**src/rtl/shifter_arbiter.sv**
```systemverilog
// shifter_arbiter: round-robin sharing of one combinational barrel shifter between two requesters,
// with registered operands, a settle delay and a single valid/ready response channel.
module shifter_arbiter #(
    parameter int SETTLE_CYCLES = 1
) (
    input  logic        i_clk,
    input  logic        i_rst,
    input  logic        i_req0_val,
    input  logic        i_req1_val,
    output logic        o_req0_rdy,
    output logic        o_req1_rdy,
    input  logic [31:0] i_req0_in,
    input  logic [31:0] i_req1_in,
    input  logic [4:0]  i_req0_shft,
    input  logic [4:0]  i_req1_shft,
    input  logic        i_req0_left,
    input  logic        i_req1_left,
    input  logic        i_req0_arith,
    input  logic        i_req1_arith,
    output logic [31:0] o_sh_in,
    output logic [4:0]  o_sh_shft,
    output logic        o_sh_left,
    output logic        o_sh_arith,
    input  logic [31:0] i_sh_out,
    output logic        o_rsp_val,
    input  logic        i_rsp_rdy,
    output logic [31:0] o_rsp_data,
    output logic        o_rsp_id,
    output logic        o_rsp_err,
    output logic        o_busy
);
    typedef enum logic [1:0] {IDLE, SETTLE, RESP} state_t;
    localparam logic [3:0] CNT_LAST = 4'(SETTLE_CYCLES - 1);
    state_t      r_state, w_next;
    logic        r_last, r_op_id, r_op_err, r_rsp_val, r_rsp_id, r_rsp_err;
    logic        r_sh_left, r_sh_arith;
    logic [31:0] r_sh_in, r_rsp_data;
    logic [4:0]  r_sh_shft;
    logic [3:0]  r_cnt;
    logic        w_gnt1, w_acc, w_done, w_left, w_arith;
    // On a tie the requester that did not win last time is granted.
    assign w_gnt1  = (i_req0_val && i_req1_val) ? !r_last : i_req1_val;
    assign w_acc   = (r_state == IDLE) && (i_req0_val || i_req1_val) && !i_rst;
    assign w_done  = (r_state == SETTLE) && (r_cnt == CNT_LAST);
    assign w_left  = w_gnt1 ? i_req1_left : i_req0_left;
    assign w_arith = w_gnt1 ? i_req1_arith : i_req0_arith;
    assign o_req0_rdy = w_acc && !w_gnt1;
    assign o_req1_rdy = w_acc && w_gnt1;
    assign o_busy     = (r_state != IDLE);
    assign o_sh_in    = r_sh_in;
    assign o_sh_shft  = r_sh_shft;
    assign o_sh_left  = r_sh_left;
    assign o_sh_arith = r_sh_arith;
    assign o_rsp_val  = r_rsp_val;
    assign o_rsp_data = r_rsp_data;
    assign o_rsp_id   = r_rsp_id;
    assign o_rsp_err  = r_rsp_err;
    always_comb begin
        w_next = r_state;
        w_next = w_acc ? SETTLE : w_done ? RESP : (r_state == RESP && i_rsp_rdy) ? IDLE : r_state;
    end
    always_ff @(posedge i_clk or posedge i_rst) begin
        if (i_rst) r_state <= IDLE;
        else       r_state <= w_next;
    end
    always_ff @(posedge i_clk or posedge i_rst) begin
        if (i_rst) begin
            r_last     <= 1'b1;
            r_op_id    <= 1'b0;
            r_op_err   <= 1'b0;
            r_sh_in    <= '0;
            r_sh_shft  <= '0;
            r_sh_left  <= 1'b0;
            r_sh_arith <= 1'b0;
            r_cnt      <= '0;
            r_rsp_val  <= 1'b0;
            r_rsp_data <= '0;
            r_rsp_id   <= 1'b0;
            r_rsp_err  <= 1'b0;
        end else begin
            if (w_acc) begin
                r_sh_in    <= w_gnt1 ? i_req1_in : i_req0_in;
                r_sh_shft  <= w_gnt1 ? i_req1_shft : i_req0_shft;
                r_sh_left  <= w_left;
                r_sh_arith <= w_arith && !w_left;
                r_op_err   <= w_arith && w_left;
                r_op_id    <= w_gnt1;
                r_last     <= w_gnt1;
                r_cnt      <= '0;
            end else if (r_state == SETTLE) begin
                r_cnt <= r_cnt + 4'd1;
            end
            if (w_done) begin
                r_rsp_val  <= 1'b1;
                r_rsp_data <= i_sh_out;
                r_rsp_id   <= r_op_id;
                r_rsp_err  <= r_op_err;
            end else if (r_state == RESP && i_rsp_rdy) begin
                r_rsp_val <= 1'b0;
            end
        end
    end
endmodule

```
**config.mk**
```make
export PLATFORM = sky130hd
export DESIGN_NAME = shifter_arbiter
export DESIGN_NICKNAME = d
export VERILOG_FILES = /design/src/rtl/shifter_arbiter.sv
export SDC_FILE = /design/constraint.sdc
export NUM_CORES = 1
export LEC_CHECK = 0
export BUFFER_PORTS_ARGS = -buffer_cell sky130_fd_sc_hd__buf_2
export CORE_AREA = 2 2 95 97
export DETAILED_ROUTE_END_ITERATION = 8
export DIE_AREA = 0 0 97 99
export GPL_TIMING_DRIVEN = 0
export PLACE_DENSITY = 0.76
export SETUP_SLACK_MARGIN = 0.15
export SYNTH_ARGS = -nofsm -noshare
export SYNTH_HDL_FRONTEND = slang
export SYNTH_SLANG_ARGS = --single-unit
```
**constraint.sdc**
```tcl
create_clock -name i_clk -period 5.3 [get_ports i_clk]
set_input_delay 0.265 -clock i_clk [delete_from_list [all_inputs] [get_ports i_clk]]
set_output_delay 0.265 -clock i_clk [all_outputs]
set_load 0.02 [all_outputs]
```
* Yosys cells after proc, flatten, opt, wreduce, memory -nomap -nowiden
Index checks and enable logic that the tools add are counted.
** Cells by class
- Mux-type cells :: 12
- Reduce and logical (&&, ||, !) cells :: 20
- Add/sub/neg operators :: 1
- Eq/ne operators :: 2
** Operators with widths (count)
- 32-bit two-way mux :: 1
- 1-bit logical AND :: 9
- 4-bit two-way mux :: 2
- 2-bit two-way mux :: 3
- 2-bit nonzero test :: 3
- 1-bit two-way mux :: 5
- 5-bit two-way mux :: 1
- 4-bit by 1-bit adder with 4-bit output, second input constant :: 1
- 1-bit logical NOT :: 4
- 4-bit logical NOT :: 1
- 3-bit nonzero test :: 1
- 2-bit by 1-bit equality test with 1-bit output, second input constant :: 1
- 2-bit equality test, second input constant :: 1
- 2-bit logical NOT :: 1
- 1-bit logical OR :: 1
** Storage, ports and cells
- Flip-flop bits (word level) :: 83
- Logic and storage cells :: 48
- Bits of input ports :: 115

* Logic depth before layout (Yosys ltp)
- Depth in word-level cells :: 5
- Mapped depth :: 6
- Mapped depth without buffers :: 4

* Worst setup path before layout
No wires, ideal clock.
- Path kind :: reg2reg
- Start point :: register r_state[0]
- End point :: register r_sh_in[30], in the netlist o_sh_in[30]
- Path slack :: 3.458 ns
- Stages on the path, launching flop included :: 7
- Library setup time :: 0.126 ns
- Clock period less this slack :: 1.842 ns
- Arrival time :: 1.716 ns
- Path through :: dfrtp_1 -> or3_1 -> buf_2 -> or2_1 -> buf_6 -> buf_6 -> a221o_1
** Between the ends
- Word-level cells in the longest chain between the ends :: 3
** Ends and longest elaborated chain
- from (decl) :: line 34 : state_t r_state, w_next;
- from (signal assigned) :: line 64 : else r_state <= w_next;
- 2-bit logical NOT :: line 43 : assign w_acc = (r_state == IDLE) && (i_req0_val || i_req1_val) && !i_rst;
- 1-bit logical AND (2 in a row) :: line 43
- to (signal assigned) :: line 82 : r_sh_in <= w_gnt1 ? i_req1_in : i_req0_in;
- to (decl) :: line 37 : logic [31:0] r_sh_in, r_rsp_data;
Every way passes these cells.
A chain may end at the register's enable or synchronous reset.

* Worst setup path in the final report
- Start point :: input port i_rst
- End point :: output port o_req1_rdy
** Between the ends
- Word-level cells in the longest chain between the ends :: 3
** Ends and longest elaborated chain
- from (decl) :: line 7 : input logic i_rst,
- 1-bit logical NOT (no source line)
- 1-bit logical AND :: line 43
- 1-bit logical AND :: line 48 : assign o_req1_rdy = w_acc && w_gnt1;
- to (decl) :: line 11 : output logic o_req1_rdy,
Every way passes these cells.

==> metrics.md <==
| Metric | Value |
|---|---|
| CTS Buf Count | `9` |
| Reported leakage power | `2.61 nW` |
| Total length of routed met3 wires | `523 µm` |
| Met2 wirelength from detailed routing | `4.46 mm` |
| Clock tree from TritonCTS | `done` |
| Worst R2R Setup Slack | `3290 ps` |
| Finished Layout Cells | `617` |
| Top post-synthesis cells by area | `dfrtp_1 (57%), mux2_2 (11%), a221o_1 (10%), nor3_1 (5.2%), inv_1 (4.3%)` |
| Largest net degree at the start of global routing | `49` |
| Min Tclk post-route | `2440 ps` |
| Compound-Gate Fraction of Synth Area | `12.3%` |
| Drt via density | `5.03` |
| Reg2reg path depth | `6` |
| Switching part of the total power | `38.9%` |
| Portion of synthesized cell area occupied by the leading cell type | `57.1%` |
| Max-Slew Margin vs Limit | `66.1%` |
| Die area | `9600 µm²` |
| Required time of the worst setup path | `5040 ps` |
| Placer congestion estimate | `0.823` |
| Setup repair after global routing missed its margin | `false` |
| Top cell type by total area after synthesis | `dfrtp_1` |
| Count of cells resized by post-cts repair | `0` |
| Cell count after placement | `601` |
| Post-route DRC | `0` |
| Seq/Total Area, Yosys | `57.8%` |
| Unique masters post-synth | `27` |
| Aggregate global routing overflow | `0` |
| Number of failing hold endpoints at the final stage | `0` |
| Number of violations of the max-capacitance limit | `0` |
| Worst setup SP type | `input port` |
| P_int | `0.00177 W` |
| Final design area excluding fillers | `4930 µm²` |
| Core area | `8550 µm²` |
| I/O pins | `192` |
| Vertical extent of the die | `99 µm` |
| Setup tns final | `0 ps` |
| Die boundary width | `97 µm` |
| #FFs+latches synth | `83` |
| Total setup buffers inserted after CTS | `0` |
| Data arrival time of the critical path | `2170 ps` |
| Synthesized area divided by synthesized cell count | `11.9 µm²` |
| Type of the most critical hold path | `in -> reg` |
| Wire length of the first global-routing pass | `14.5 mm` |
| Hpwl dp | `6.78 mm` |
| Port-buffer cells | `191` |
| Area growth from synthesis to final layout | `37.1%` |
| Switching power total | `0.00113 W` |
| Post-synthesis share of cell area spent on and, or, nand and nor gates | `8.98%` |
| Clk_skew | `12.0 ps` |
| Count of routing violations after the opening detailed-route iteration | `87` |
| Worst hold-check slack | `154 ps` |
| Count of synthesis-stage warnings from yosys | `0` |
| Fraction of the mapped netlist area in adder cells | `0.696%` |
| Comb power frac | `46.1%` |
| Fin nets | `622` |
| Finished Core Util | `57.6%` |
| Detailed-route via count | `3105` |
| Number of pins with negative max-slew slack in the final report | `0` |
| Result of the run | `finished, final reports clean` |
| Post-CTS clock slew at the launch and capture registers of the worst setup and hold paths | `80 ps` |
| Clock insertion delay at the later pin of the skew report | `330 ps` |
| Synth Area in XOR/XNOR | `0.487%` |
| Layout filler cell count | `771` |
| CTS sink cnt | `83` |
| Share of post-route cells with drive strength above 1 | `50.7%` |
| Clock power frac | `15.8%` |
| Fraction of the cycle the final worst path needs | `46.0%` |
| Depth of the CTS H-tree | `3` |
| Hold Path Stages | `2` |
| Category of the worst setup path capture point | `output pin` |
| Wire length per cell after detailed routing | `14.5 µm` |
| Post-synth design cell area | `3590 µm²` |
| Number of optimization iterations in the first detailed-route pass | `4` |
| Transition time of the tightest slew-check pin | `508 ps` |
| Total Routing Usage GR | `18.3%` |
| Post-detailed-route count of antenna-violating nets | `0` |
| Critical path fanouts, max | `10` |
| Multiplexer fraction of the synthesized cell area | `11.8%` |
| Max Clock Freq | `0.410 GHz` |
| Count of hold-fix buffers inserted at cts | `1` |
| Power density normalized to cell area | `589 nW/µm²` |
| Share of total power in sequential cells | `38.1%` |
| Total cell area at the placement stage | `4710 µm²` |
| Net count of the mapped netlist | `418` |
| N_diodes | `0` |
| Number of global-route vias before repair | `3217` |
| Clock root cell | `clkbuf_8` |
| Startpoint-to-endpoint class of the critical path | `in -> out` |
| Number of instances in the synthesized netlist | `301` |
| Combinational family with the most area after synthesis | `compound AO/OA/AOI/OAI gates` |
| Initial standard-cell utilization of the core | `42.0%` |
| Clock Tree Buf Depth | `2` |
| Post-Route WL | `8.96 mm` |
| Peak supply drop | `0.309 mV` |
| DRT met1 WL | `3.80 mm` |
| Row cnt | `34` |
| Number of antenna violations at the first check in global routing | `0` |
| Setup violation total in the final timing report | `0` |
| Top layer in use | `met4` |
## cells in the mapped netlist
library cell and instances:
or2_1 1, a21o_1 3, mux2i_1 3, clkbuf_1 10
a221o_1 37, a21bo_2 1, nor3b_1 1, nor2_1 6
buf_6 5, nand3_1 2, buf_2 7, dfrtp_1 82
or3_1 2, nor2b_1 4, or2_2 1, nand3b_1 2
dfstp_2 1, inv_1 41, ha_1 2, nand2b_1 1
o21ai_0 6, mux2_2 35, nand2_1 7, xnor2_1 1
a21oi_1 2, nor3_1 37, xor2_1 1
## path summary, 6_finish.rpt
path,startpoint,endpoint
setup / recovery,i_rst,o_req1_rdy
setup reg to reg,r_state[0],o_sh_in[15]
hold / removal,i_sh_out[3],o_rsp_data[3]
hold reg to reg,r_op_id,r_op_id
max in group asynchronous,i_rst,o_sh_in[16]
min in group asynchronous,i_rst,o_sh_in[28]
## layer usage
layer / up-vias / track usage [%]
li1: 1469 / -
met1: 1501 / 22.7
met2: 119 / 31.3
met3: 16 / 3.76
met4: 0 / 7.58
met5: - / 0
## flip-flops by register name (all words and copies together), names as in the netlist
name and cells:
o_rsp_data 32, r_op_err 1, o_rsp_id 1, r_cnt 4, o_rsp_val 1, o_rsp_err 1
o_sh_in 32, r_state 2, o_sh_arith 1, r_op_id 1, r_last 1, o_sh_shft 5
o_sh_left 1
## power groups by stage
| stage | logic (W) | registers, W | clock network (W) |
|---|---|---|---|
| after floorplan | 0.000561 | 0.00144 | 0 |
| final | 0.00134 | 0.00111 | 0.000457 |
| after CTS | 0.00136 | 0.00111 | 0.000472 |
| after detailed placement | 0.00136 | 0.00111 | 0 |
| after global routing | 0.00144 | 0.00115 | 0.000494 |
| after global placement | 0.00132 | 0.00110 | 0 |
## area by class of cell
| class | count | area (µm²) | share of cell area (%) |
|---|---|---|---|
| Sequential cell | 83 | 2080 | 42.2 |
| Multi-Input combinational cell | 155 | 1230 | 25.0 |
| Timing Repair Buffer | 193 | 993 | 20.2 |
| Inverter | 41 | 156 | 3.18 |
| Clock buffer | 11 | 151 | 3.07 |
| Tap cell | 108 | 135 | 2.74 |
| Buffer | 22 | 129 | 2.62 |
| Clock inverter | 4 | 50.0 | 1.02 |
## critical path: stages
cell and delay [ps]:
dlygate4sd3_1 530, buf_2 140, or3_1 290, buf_2 180
clkbuf_1 240, nor2_1 300, buf_2 230
## per-stage QoR
| step | setup slack, ps | power, W |
|---|---|---|
| after global placement | 1950 | 0.00243 |
| after floorplan | 2900 | 0.00201 |
| final | 2860 | 0.00290 |
| after CTS | 2850 | 0.00294 |
| after detailed placement | 3250 | 0.00247 |
| after global routing | 2750 | 0.00308 |
## kinds of logic (layout without fill, tap and decap cells)
family                   Yosys count  after routing
XOR/XNOR                           2              2
flip-flops                        83             83
AND/OR/NAND/NOR                   64             64
AO/OA/AOI/OAI                     49             49
buffers and inverters             63            271
adder cells (fa/ha/maj)            2              2
multiplexers                      38             38
## cells in the final DEF (no fill, tap or decap), types with 2 or more instances in the layout
cell type   netlist  final
a21oi_1           2      2
clkbuf_1         10     10
dfrtp_1          82     82
buf_2             7    198
or3_1             2      2
o21ai_0           6      6
nand3_1           2      2
nor3_1           37     37
nand2_1           7      7
nor2b_1           4      4
nor2_1            6      6
a221o_1          37     37
mux2i_1           3      3
inv_1            41     40
nand3b_1          2      2
a21o_1            3      3
ha_1              2      2
mux2_2           35     35
clkinvlp_4        0      2
clkbuf_8          0     11
buf_6             5      5
Note: power is estimated with default switching activity, not from simulation.
